--- src/rtl/instruction_fetch.sv ---
// Purpose : IF stage - PC register with stall/redirect plus the IF/ID pipeline register.
// Latency : one cycle from IMem_Addr to Instruction_IFID; the PC updates every unstalled cycle.
// Backpr. : Stall_PC holds the PC and Stall_IF_ID holds IF/ID; a held PC with a free IF/ID inserts a bubble.
//
// Ports:
//   Clock, Reset (sync, active-low)   - clock and reset
//   PCSel, BranchPC                   - redirect request and target from decode
//   Stall_PC, Stall_IF_ID             - hazard-unit stalls for the PC and the IF/ID register
//   IMem_Addr / IMem_Data             - combinational instruction-memory read port
//   Instruction_IFID, PCPlusFour_IFID,
//   Valid_IFID                        - IF/ID register presented to decode
//   PC_Current                        - current PC register value
//   FetchCount, BubbleCount           - saturating perf counters, present only with IF_PERF_COUNT_EN
//
// Optional feature macro: IF_PERF_COUNT_EN
module instruction_fetch #(
  parameter logic [31:0] RESET_PC = 32'h00000000
) (
  input  logic        Clock,
  input  logic        Reset,
  input  logic        PCSel,
  input  logic [31:0] BranchPC,
  input  logic        Stall_PC,
  input  logic        Stall_IF_ID,
  output logic [31:0] IMem_Addr,
  input  logic [31:0] IMem_Data,
  output logic [31:0] Instruction_IFID,
  output logic [31:0] PCPlusFour_IFID,
  output logic        Valid_IFID,
`ifdef IF_PERF_COUNT_EN
  output logic [31:0] FetchCount,
  output logic [31:0] BubbleCount,
`endif
  output logic [31:0] PC_Current
);

  logic [31:0] pc;
  logic [31:0] pc_plus_four;
  logic [31:0] next_pc;
  logic        ifid_bubble;
  logic        ifid_load;

  // Wraps naturally modulo 2^32.
  assign pc_plus_four = pc + 32'd4;

  assign IMem_Addr  = pc;
  assign PC_Current = pc;

  // A stalled PC ignores PCSel; decode keeps asserting it until the stall clears.
  always_comb begin
    next_pc = pc_plus_four;
    if (Stall_PC) begin
      next_pc = pc;
    end else if (PCSel) begin
      next_pc = {BranchPC[31:2], 2'b00};
    end
  end

  // Bubble when the sequential fetch in flight is being flushed by a redirect,
  // or when the PC is held but the IF/ID register is free to move.
  assign ifid_bubble = !Stall_IF_ID && (Stall_PC || PCSel);
  assign ifid_load   = !Stall_IF_ID && !Stall_PC && !PCSel;

  always_ff @(posedge Clock) begin
    if (!Reset) begin
      pc <= RESET_PC;
    end else begin
      pc <= next_pc;
    end
  end

  always_ff @(posedge Clock) begin
    if (!Reset) begin
      Instruction_IFID <= 32'h00000000;
      PCPlusFour_IFID  <= 32'h00000000;
      Valid_IFID       <= 1'b0;
    end else if (ifid_bubble) begin
      Instruction_IFID <= 32'h00000000;
      PCPlusFour_IFID  <= 32'h00000000;
      Valid_IFID       <= 1'b0;
    end else if (ifid_load) begin
      Instruction_IFID <= IMem_Data;
      PCPlusFour_IFID  <= pc_plus_four;
      Valid_IFID       <= 1'b1;
    end
    // Otherwise Stall_IF_ID holds all three outputs.
  end

`ifdef IF_PERF_COUNT_EN
  // Hold cycles count as bubbles: decode receives no new instruction either way.
  always_ff @(posedge Clock) begin
    if (!Reset) begin
      FetchCount  <= 32'h00000000;
      BubbleCount <= 32'h00000000;
    end else if (ifid_load) begin
      if (FetchCount != 32'hFFFFFFFF) begin
        FetchCount <= FetchCount + 32'd1;
      end
    end else begin
      if (BubbleCount != 32'hFFFFFFFF) begin
        BubbleCount <= BubbleCount + 32'd1;
      end
    end
  end
`endif

endmodule

--- config.mk ---
export PLATFORM = sky130hd
export DESIGN_NAME = instruction_fetch
export DESIGN_NICKNAME = d
export VERILOG_FILES = /design/src/rtl/instruction_fetch.sv
export SDC_FILE = /design/constraint.sdc
export NUM_CORES = 1
export LEC_CHECK = 0
export CAP_MARGIN = 0
export CORE_MARGIN = 1.5
export CORE_UTILIZATION = 34
export CTS_CLUSTER_DIAMETER = 200
export CTS_CLUSTER_SIZE = 10
export DETAILED_ROUTE_END_ITERATION = 10
export GPL_ROUTABILITY_DRIVEN = 0
export PLACE_DENSITY = 0.71
export SLEW_MARGIN = 10
export SYNTH_ARGS = -nofsm -noshare
export SYNTH_HDL_FRONTEND = slang
export SYNTH_SLANG_ARGS = --single-unit
--- constraint.sdc ---
create_clock -name Clock -period 3.96 [get_ports Clock]
set_clock_uncertainty 0.1 [all_clocks]
set_input_delay 0.792 -clock Clock [delete_from_list [all_inputs] [get_ports Clock]]
set_output_delay 0.792 -clock Clock [all_outputs]
set_load 0.005 [all_outputs]
==> reports/metrics.yaml <==
outcome: "completed"
cts_root_buffer: "clkbuf_16"
synth-main-ff-cell: "dfxtp_1"
mostFrequentLayoutCells: "187 x clkdlybuf4s50_1, 93 x dfxtp_1, 60 x nor2_1"
dp_hpwl_um: 10100
cts_made_buffers: 9
drt-total-wl_um: 13900
core-area_um2: 13200
fp.dieH_um: 119
pwr-share-seq_pct: 46.9
rrSetupSlack_ps: 1450
cts_tree: "done"
drive_above_1_share_pct: 4.99
diodes: 0
clk_latency_ps: 350
wl_per_cell_um: 16.2
ys_warn_count: 0
cp-end-kind: "flip-flop"
synthArstFlopShare_pct: 0
start_util_pct: 34.7
vias_per_cell: 5.27
regToRegStartpoint: "IMem_Addr[10]$_SDFFE_PN0N_"
rows: 42
cts.clk_slew.worst_paths_ps: 60
clock.fmax_mhz: 370
dpl_cell_area_um2: 6310
first_pass_iters: 5
avgSynthCellArea_um2: 8.48
worstHoldStart: "Valid_IFID$_SDFFE_PP0P_"
drc_errors: 0
cp.required_ps: 4130
num_vias: 4523
p_clk_share_pct: 38.3
internal-power_mw: 1.62
startpoint_type: "primary input"
seq_area_frac_synth_pct: 40.5
first_global_vias: 4366
p_sw_uw: 553
antenna_left: 0
critPathSlowestCell: "clkdlybuf4s50_1"
die_x_um: 119
p_comb_share_pct: 14.8
io_buffers: 189
cts_hold_buffers: 0
grt_setup_unrepaired: "false"
crit_type: "in2reg"
hp-class: "reg2reg"
worstPathMaxFanout: 20
switching_share_pct: 25.4
drtIter0Drc: 253
clockBufferDepth: 2
cts_setup_buffers: 0
power_density_nw_per_um2: 330
cpPeakStageDelay_ps: 1010
vdd_drop_max_mv: 0.208
syn-cell-area_um2: 4600
syn_to_final_growth_pct: 43.4
grt_remaining_overflow: 0
cts-htree-levels: 3
relSlewSlack_pct: 39.0
fin_crit_sh_pct: 68.3
hold_depth: 2
worst_r2r_path_depth: 5
grt_pass1_wl_um: 22100
crit_chain: "clkdlybuf4s50_1 > clkinv_1 > nor2_1 > nand3_1 > o211ai_1"
hold_violations: 0
max_cap_violations: 0
antenna_found_initial: 0
final_area_um2: 6590
layout_commonest_cell: "clkdlybuf4s50_1"
post_cts_resized: 0
syn_inst: 542
critPathArrivalTime_ps: 2870
rr_endpoint: "IMem_Addr[18]$_SDFFE_PN0N_"
grt_max_degree: 61
setup_tns_ps: 0
synth_edf_count: 0
die_area_um2: 14200
period_needed_ps: 2700
grt_use_total_pct: 19.5
num_io_pins: 198
slew_viol_final: 0
tightest_slew_ps: 915
fin_nets: 747
p_leak_nw: 2.37
post_synth_num_cell_types: 53
setup_viol: 0
ys_ff_latch: 93
cts_sinks: 93
min_to: "Valid_IFID$_SDFFE_PP0P_"
## cell usage after synthesis, drive strengths merged (5+ instances only)
library cell	n	area, um2
xor2	19	166
and3	11	71.3
buf	51	357
a21oi	17	85.1
nand3	17	103
inv	11	41.3
xnor2	8	70.1
nand2	40	153
nand4	16	136
a31oi	8	50.1
mux2i	10	100
nor3	7	35.0
clkbuf	24	90.1
a22oi	45	338
dfxtp	93	1860
a221oi	6	58.8
nor2b	15	93.8
o21ai	41	205
o22ai	5	31.3
nor2	61	236
## power by group through the flow
stage,clock [mW],combinational [mW],sequential (mW)
after global placement,0,0.317,1.04
after CTS,0.846,0.324,1.02
final,0.833,0.322,1.02
after detailed placement,0,0.322,1.04
after floorplan,0,0.156,1.03
after global routing,0.881,0.350,1.03
## metal layers
metal  GRT usage (%)  vias up  part of all wire (%)
met2            32.6      197                    48
li1                -     2157                     -
met4            6.85        0                   1.9
met1            23.9     2152                    42
met3            5.80       17                   8.4
met5               0        -                     0
## state kept, by name (all words and copies together), names as in the netlist
register / count
IMem_Addr: 30
Instruction_IFID: 32
PCPlusFour_IFID: 30
Valid_IFID: 1
## critical path, delay by kind of cell
| family | cells | cell delay [ps] |
|---|---|---|
| AOI/OAI and AO/OA | 1 | 120 |
| buffers and inverters | 2 | 1210 |
| and+or+nand+nor | 2 | 740 |
## worst max-delay path by stage
stage,startpoint,endpoint
after floorplan,PCSel,IMem_Addr[5]$_SDFFE_PN0N_
after global placement,Reset,IMem_Addr[31]$_SDFFE_PN0N_
after detailed placement,Reset,IMem_Addr[31]$_SDFFE_PN0N_
after CTS,Reset,IMem_Addr[24]$_SDFFE_PN0N_
after global routing,Reset,IMem_Addr[24]$_SDFFE_PN0N_
final,Reset,IMem_Addr[31]$_SDFFE_PN0N_
## through the flow
stage	total power [mW]	setup slack (ps)	instances	utilization (%)	hold WS [ps]
after CTS	2.19	1330	858	49.8	358
after floorplan	1.19	1890	547	-	342
after detailed placement	1.36	971	842	47.7	346
final	2.18	1260	858	49.8	353
after global routing	2.26	1150	858	49.8	371
after global placement	1.36	1020	842	47.7	334
## cells by family (layout without fill, tap and decap cells)
kind of cell | count (synthesis) | in the layout | synth area share, %
flip-flops | 93 | 93 | 40.5
XOR/XNOR | 27 | 27 | 5.15
other | 1 | 6 | 0.0816
buffers and inverters | 89 | 224 | 11.0
AO/OA/AOI/OAI | 143 | 143 | 20.6
adder cells (fa/ha/maj) | 1 | 1 | 0.272
AND/OR/NAND/NOR | 178 | 178 | 20.3
multiplexers | 10 | 10 | 2.18
## cell type report
type	count	area, um2
sequential	93	1860
clock inverter	2	16.3
clock buffer	14	264
inverter	13	48.8
timing repair buffer	195	1930
multi-input combinational	365	2250
fill	1297	6650
tap	176	220
Note: power is estimated with default switching activity, not from simulation.
